--- config.mk ---
export PLATFORM = sky130hd
export DESIGN_NAME = mem_stage_unit
export DESIGN_NICKNAME = d
export VERILOG_FILES = /design/src/rtl/mem_stage_unit.sv
export SDC_FILE = /design/constraint.sdc
export NUM_CORES = 1
export LEC_CHECK = 0
export CAP_MARGIN = 20
export CORE_ASPECT_RATIO = 1.25
export CORE_MARGIN = 2
export CORE_UTILIZATION = 45
export CTS_CLUSTER_DIAMETER = 80
export CTS_CLUSTER_SIZE = 28
export DETAILED_ROUTE_END_ITERATION = 12
export PLACE_DENSITY = 0.8
export SETUP_SLACK_MARGIN = 0.3
export SLEW_MARGIN = 20
export SYNTH_ARGS = -nofsm -noshare
export SYNTH_HDL_FRONTEND = slang
export SYNTH_SLANG_ARGS = --single-unit
--- constraint.sdc ---
create_clock -name clk -period 3.2 [get_ports clk]
set_clock_uncertainty 0.2 [all_clocks]
set_input_delay 0.96 -clock clk [delete_from_list [all_inputs] [get_ports clk]]
set_output_delay 0.96 -clock clk [all_outputs]
set_load 0.02 [all_outputs]
--- src/rtl/mem_stage_unit.sv ---
// mem_stage_unit: issues one load/store per start to the data cache and returns an
// aligned, extended load result with a single-cycle completion pulse.
module mem_stage_unit #(
    parameter int XLEN   = 64,
    parameter int ADDR_W = 64
) (
    input  logic                clk,
    input  logic                reset,
    input  logic                memory_enable,
    input  logic                mem_read,
    input  logic                mem_write,
    input  logic [2:0]          funct3,
    input  logic [ADDR_W-1:0]   alu_data,
    input  logic [XLEN-1:0]     reg_b_contents,
    output logic [XLEN-1:0]     loaded_data_out,
    output logic                memory_done,
    output logic                access_err,
    output logic                dc_req_valid,
    input  logic                dc_req_ready,
    output logic                dc_req_write,
    output logic [ADDR_W-1:0]   dc_req_addr,
    output logic [XLEN-1:0]     dc_req_wdata,
    output logic [XLEN/8-1:0]   dc_req_wstrb,
    input  logic                dc_resp_valid,
    input  logic [XLEN-1:0]     dc_resp_rdata
);
    localparam int BW = XLEN / 8;
    localparam int LB = $clog2(BW);
    localparam int SW = $clog2(XLEN) + 1;

    typedef enum logic [1:0] {IDLE, REQ, WAIT, DONE} state_t;

    state_t                state, state_n;
    logic [LB-1:0]         lane, lane_q;
    logic [1:0]            size_q;
    logic                  uns_q;
    logic [3:0]            nb;
    logic                  mem_op, illegal;
    logic [15:0]           strb_m;
    logic [SW-1:0]         k;
    logic [XLEN-1:0]       shifted, zx, load_val;
    logic signed [XLEN-1:0] top, sx;

    assign dc_req_valid = state == REQ;
    assign memory_done  = state == DONE;

    always_comb begin
        lane     = alu_data[LB-1:0];
        nb       = 4'd1 << funct3[1:0];
        mem_op   = mem_read | mem_write;
        illegal  = (mem_read & mem_write) | (XLEN == 32 && funct3[1:0] == 2'd3) |
                   (|(alu_data[2:0] & 3'(nb - 4'd1)));
        strb_m   = (16'd1 << nb) - 16'd1;
        // Left-justify the selected field, then shift back to extend it.
        k        = SW'(XLEN) - (SW'(8) << size_q);
        shifted  = dc_resp_rdata >> {lane_q, 3'b000};
        top      = shifted << k;
        sx       = top >>> k;
        zx       = top >> k;
        load_val = uns_q ? zx : sx;
    end

    always_comb begin
        state_n = state;
        case (state)
            IDLE:    if (memory_enable) state_n = (!mem_op || illegal) ? DONE : REQ;
            REQ:     if (dc_req_ready) state_n = WAIT;
            WAIT:    if (dc_resp_valid) state_n = DONE;
            default: state_n = IDLE;
        endcase
    end

    always_ff @(posedge clk) begin
        if (reset) begin
            state           <= IDLE;
            lane_q          <= '0;
            size_q          <= '0;
            uns_q           <= 1'b0;
            dc_req_write    <= 1'b0;
            dc_req_addr     <= '0;
            dc_req_wdata    <= '0;
            dc_req_wstrb    <= '0;
            loaded_data_out <= '0;
            access_err      <= 1'b0;
        end else begin
            state <= state_n;
            if (state == IDLE && memory_enable) begin
                if (!mem_op || illegal) begin
                    loaded_data_out <= '0;
                    access_err      <= mem_op;
                end else begin
                    lane_q       <= lane;
                    size_q       <= funct3[1:0];
                    uns_q        <= funct3[2];
                    dc_req_write <= mem_write;
                    dc_req_addr  <= {alu_data[ADDR_W-1:LB], LB'(0)};
                    dc_req_wdata <= mem_write ? reg_b_contents << {lane, 3'b000} : '0;
                    dc_req_wstrb <= mem_write ? BW'(strb_m << lane) : '0;
                end
            end
            if (state == WAIT && dc_resp_valid) begin
                loaded_data_out <= dc_req_write ? '0 : load_val;
                access_err      <= 1'b0;
            end
        end
    end
endmodule

======== Yosys cells after proc, flatten, opt, wreduce, memory -nomap -nowiden ========
Index checks and enable logic that the tools add are counted.
operators by class
  multipliers ............................. 0
  equal/unequal tests ..................... 6
  shifts and indexed selects .............. 9
  divide/modulo/power cells ............... 0
  bitwise logic cells ..................... 5
  add/subtract/negate cells ............... 3
  muxes and demuxes ....................... 12
  reduce and logical (&&, ||, !) cells .... 13
  $lt $le $gt $ge ......................... 0
operator list
  operator                 number
  $mux W64                 6
  $shl A64 B6 Y64          1
  $shl A64 B7 Y64          1
  $shr A64 B6 Y64          1
  $shr A64 B7 Y64          1
  $sshr A64 B7 Y64         1
  $shl A1 B4 Y16 const A   1
  $shl A16 B3 Y8           1
  $sub A16 B1 Y16 const B  1
  $mux W2                  4
  $mux W8                  1
  $shl A4 B2 Y7 const A    1
  $sub A7 B7 Y7 const A    1
  $pmux W2 S3              1
  $reduce_and A2 Y1        3
  $eq A2 B2 Y1 const B     2
  $ne A2 B2 Y1 const B     2
  $reduce_bool A2 Y1       2
  $shl A1 B2 Y4 const A    1
  $and A3 B3 Y3            1
  $reduce_and A3 Y1        1
  $reduce_or A3 Y1         1
  $sub A3 B1 Y3 const B    1
  $eq A2 B1 Y1 const B     1
  9 further kinds          11
word-level totals
  word-level logic and storage cells ...... 58
  output and inout bits ................... 204
  bits in latches ......................... 0
  memory bits (writable) .................. 0
  input port bits ......................... 202
  memories ................................ 0
  register bits after elaboration ......... 207
  memory bits (read-only) ................. 0

======== Logic depth before layout (Yosys ltp) ========
  depth in word-level cells ............... 9
  gate-level depth with buffers ........... 11
  depth with buffers taken out ............ 7

======== Worst setup path after synthesis ========
Ideal clock, no wire load.
  kind .................................... input port to flip-flop
  start point ............................. input dc_resp_rdata[63]
  end point ............................... register loaded_data_out[31]
  data required time ...................... 2.878 ns
  stages .................................. 6
  setup time .............................. 0.122 ns
  path slack .............................. 0.563 ns
  buffers on the path ..................... 1
  arrival time ............................ 2.315 ns
  path through ............................ mux4_2 > mux2i_4 > o22ai_4 > and3_1 > buf_6 > a221o_1
between the ends
  word-level cells in the longest chain between the ends .. 6
  elaborated cells on any way between the ends .. 7
  those cells by class .................... shift (4); mux (3)
ends and longest elaborated chain
  what                                                 line    text
  start, declared                                      25      input logic [XLEN-1:0] dc_resp_rdata
  $shr A64 B6 Y64 *                                    56      shifted = dc_resp_rdata >> {lane_q, 3'b000};
  $shl A64 B7 Y64 *                                    57      top = shifted << k;
  $sshr A64 B7 Y64 or $shr A64 B7 Y64 (tied branches)  58, 59
  $mux W64 *                                           60      load_val = uns_q ? zx : sx;
  $mux W64 *                                           102     loaded_data_out <= dc_req_write ? '0 : load_val;
  $mux W64 *                                           101     if (state == WAIT && dc_resp_valid) begin
  end signal, assigned                                 102
  end, declared                                        15      output logic [XLEN-1:0] loaded_data_out,
Mark *: on every way between the ends. The rest lies on a longest branch, timed or not.
A chain may end at the register's enable or synchronous reset.

======== Worst setup path in the final report ========
  start point ............................. input alu_data[2]
  end point ............................... register dc_req_wdata[14]
between the ends
  word-level cells in the longest chain between the ends .. 6
  elaborated cells on any way between the ends .. 8
  those cells by class .................... shift (1); mux (1); bitwise (3); reduce/logical (3)
ends and longest elaborated chain
  what                                                                     line  text
  start, declared                                                          13    input logic [ADDR_W-1:0] alu_data,
  parallel branches: the longest is 6 deep, another holds $shl A64 B6 Y64  -
  end signal, assigned                                                     97    dc_req_wdata <= mem_write ? reg_b_contents << {lane, 3'b000} : '0;
  end, declared                                                            22    output logic [XLEN-1:0] dc_req_wdata,
Parallel ways; which one is timed is not known.

==> run_results.csv <==
group,metric,value,unit
run_status,status,"finished clean",
synthesis,synth_edf_count,0,
placed_design,post-place-ws,-0.130,ns
detailed_routing,drt_pass1_iterations,6,
power_and_ir_drop,cellLeakagePower,5.70,nW
die,die-area,26300,µm²
cts,tritoncts,"done",
die,initial_core_util,46.0,%
synthesis,synth_top_family_by_area,"compound AO/OA/AOI/OAI gates",
sta,finalHoldViolCount,0,
global_route,busiest_layer,"met2",
global_route,grt_max_degree,89,
cells_and_area,fin_nets,1894,
synthesis,synth.area.mux_share,19.4,%
worst_setup_path,rrSetupSlack,0.71,ns
hold_path,hold_class,"flop to flop",
hold_path,hold_end,"loaded_data_out[44]",
worst_setup_path,rr_worst_depth,5,
synthesis,synth_warnings,0,
global_route,antenna_found_initial,2,
die,die_x,145,µm
global_route,overflow,0,
sta,setup_ws,0.426,ns
power_and_ir_drop,pwr-share-clk,24.7,%
global_route,grt_use_met2,54.3,%
worst_setup_path,rr_endpoint,"loaded_data_out[28]",
sta,slew_headroom,36.9,%
cells_and_area,area_growth,44.8,%
sta,fmax,361,MHz
worst_setup_path,r2r-start,"lane_q[1]",
placed_design,routabilityCongestion,1.01,
cells_and_area,final_util,66.5,%
synthesis,synth_ff_type,"dfxtp_1",
global_route,grt.met1_usage,36.0,%
detailed_routing,ant_nets,0,
worst_setup_path,path_max_fanout,16,
sta,worst_pin_slew,0.947,ns
hold_path,hold_path.startpoint,"loaded_data_out[44]",
worst_setup_path,cp-start-kind,"input pin",
synthesis,synth_cells,1310,
power_and_ir_drop,p_int,4.64,mW
sta,rsz0062_at_grt,"no",
placed_design,placedInstanceArea,15900,µm²
cts,cts_buffers,12,
sta,fin_crit_sh,86.7,%
sta,post-route-min-period,2.77,ns
global_route,met3_usage,6.67,%
hold_path,hold_depth,2,
power_and_ir_drop,vdd_drop_max,357,µV
detailed_routing,wl_per_cell,21.3,µm
synthesis,yosys.area_share.simple,16.5,%
sta,slew_viol_final,0,
synthesis,postSynth.asyncResetShare,0,%
global_route,track_usage,31.3,%
cells_and_area,layout-drive-gt1-share,13.1,%
detailed_routing,totalWireLength,43100,µm
cts,cts.reportedPaths.clkPinSlew,0.10,ns
detailed_routing,via_per_inst,5.76,
cts,cts_sinks,207,
cts,clockRootBuffer,"clkbuf_16",
cts,h-tree-depth,1,
cells_and_area,final_cell_area,16300,µm²
worst_setup_path,cp-end-kind,"flop",
synthesis,synth-seq-cells,207,
die,core,24500,µm²
sta,setup_viol,0,
cts,clock_latency,0.48,ns
die,pin_count,406,
worst_setup_path,arrival,2.90,ns
placed_design,place.detailed.hpwl,32600,µm
die,fp-row-count,64,
flow_run,maxCapViolations,0,
synthesis,synth-compound-area-share,21.1,%
synthesis,synth.avg_cell_area,8.60,µm²
die,die_h,181,µm
worst_setup_path,worstPathRequired,3.32,ns
placed_design,port_buffers,402,
detailed_routing,drt_iter0_markers,1030,
global_route,grt_pass1_wl,65600,µm
synthesis,synth_area,11300,µm²
power_and_ir_drop,power.switching,2.33,mW
power_and_ir_drop,cellPowerDensity,427,nW/µm²
synthesis,synthAdderAreaFrac,0.556,%
cts,clk_path_buf_depth,3,
synthesis,synthDistinctLibCells,69,
detailed_routing,vias,11600,
power_and_ir_drop,power_frac_comb,34.1,%
power_and_ir_drop,switching_share,33.4,%
worst_setup_path,critPathKind,"input pin to flop",
sta,hold_ws,0.257,ns
synthesis,synth_xor_area_share,0.156,%
power_and_ir_drop,seqPwrFrac,41.1,%
global_route,grt_pass1_vias,11500,
detailed_routing,route.detailed.drc,0,
synthesis,yosysSeqAreaShare,36.8,%
sequential cells by signal (all words and copies together), names as in the netlist:
name / flops
dc_req_write: 1
dc_req_wstrb: 8
lane_q: 3
size_q: 2
dc_req_wdata: 64
access_err: 1
uns_q: 1
state: 2
loaded_data_out: 64
dc_req_addr: 61
cell usage after synthesis (3+ instances only):
cell type,number,area share (%)
a311oi_1,3,0.23
ha_1,5,0.56
mux2_2,61,6.1
nand3_1,5,0.22
or2_2,4,0.22
a211oi_1,17,1.1
buf_2,49,2.2
and2_1,5,0.28
a2bb2oi_1,5,0.39
o21a_1,4,0.27
clkbuf_1,58,1.9
o31ai_1,3,0.20
o2bb2ai_1,5,0.39
buf_1,6,0.20
nor2_1,112,3.7
a222oi_1,8,0.71
mux4_2,31,6.2
o21ai_0,66,2.9
a32oi_1,4,0.31
nand3b_1,3,0.20
nor3_1,7,0.31
nor2b_1,12,0.67
o221ai_1,3,0.23
inv_1,8,0.27
nand2b_1,26,1.4
o22ai_1,9,0.50
mux2i_1,78,6.9
and3_1,4,0.22
or3b_2,4,0.31
dfxtp_1,207,37
a221o_1,7,0.62
a21oi_1,130,5.8
nor4_1,8,0.44
o31a_1,10,0.78
nand2_1,223,7.4
buf_6,4,0.40
buf_4,6,0.40
a22oi_1,62,4.1
a31oi_1,9,0.50
power groups by stage:
stage / sequential (mW) / clock (mW) / combinational (mW)
detailed placement: 2.92 / 0 / 2.35
global route: 2.88 / 1.85 / 2.54
floorplan: 3.06 / 0 / 1.11
CTS: 2.86 / 1.75 / 2.36
finish: 2.87 / 1.72 / 2.38
global placement: 2.91 / 0 / 2.33
through the flow:
| stage | power (mW) | setup TNS (ns) | instances |
|---|---|---|---|
| floorplan | 4.17 | 0 | 1312 |
| global placement | 5.24 | -1.17 | 2002 |
| detailed placement | 5.27 | -2.37 | 2002 |
| CTS | 6.98 | 0 | 2021 |
| global route | 7.27 | 0 | 2023 |
| finish | 6.96 | 0 | 2023 |
how the worst max path moves through the flow:
stage	start	cells past startpoint	to
final	alu_data[2]	9	dc_req_wdata[14]
after detailed placement	alu_data[2]	7	dc_req_wstrb[3]
after global routing	dc_resp_rdata[63]	7	loaded_data_out[18]
after CTS	state[1]	2	memory_done
after global placement	alu_data[2]	7	dc_req_wstrb[3]
after floorplan	dc_resp_rdata[63]	6	loaded_data_out[31]
repair_timing:
action,in CTS,in global routing
pin swaps,0,1
setup buffers,0,1
resized for setup,1,2
hold buffers,0,0
endpoints found under the setup margin,1,8
final cells by class:
cell class                      instances  area [µm²]
Fill cell                            2017        8200
Multi-Input combinational cell        972        6540
Timing Repair Buffer                  485        4790
Sequential cell                       207        4150
Tap cell                              330         413
Clock buffer                           16         357
Inverter                                9        33.8
Clock inverter                          3        25.0
Antenna cell                            1        2.50
cell usage in the layout (no fill, tap or decap), types with 5 or more instances in the layout:
cell	count
mux2i_1	78
a2bb2oi_1	5
a31oi_1	9
nand2b_1	26
o21ai_0	66
a221o_1	7
nor3_1	7
clkdlybuf4s50_1	397
a222oi_1	8
o2bb2ai_1	5
o31a_1	10
buf_12	12
nor2b_1	12
a21oi_1	129
nor4_1	8
mux2_2	61
nand2_1	223
a211oi_1	17
a22oi_1	62
and2_1	5
dfxtp_1	205
ha_1	5
clkbuf_16	13
inv_1	8
mux4_2	31
nor2_1	112
nand3_1	5
buf_4	74
o22ai_1	9
worst max-delay path, cell delays in order:
cell and delay (ns):
clkdlybuf4s50_1 0.65, a21oi_1 0.11, buf_4 0.16, o2111ai_4 0.24, buf_4 0.28, nor3_2 0.08
buf_4 0.19, a22oi_1 0.15, nor2_1 0.06
logic make-up after synthesis:
| logic type | count (synthesis) |
|---|---|
| flops | 207 |
| fa+ha+maj | 5 |
| buf+inv | 133 |
| mux | 171 |
| xor+xnor | 2 |
| simple gates | 424 |
| other cells | 1 |
| compound gates | 367 |
metal layers:
layer  vias to the layer above  wire, µm
met5                         -        12
met2                       569     21100
met3                       103      3520
li1                       5443         -
met1                      5532     15800
met4                         2      2580
(Power assumes the default switching activity.)
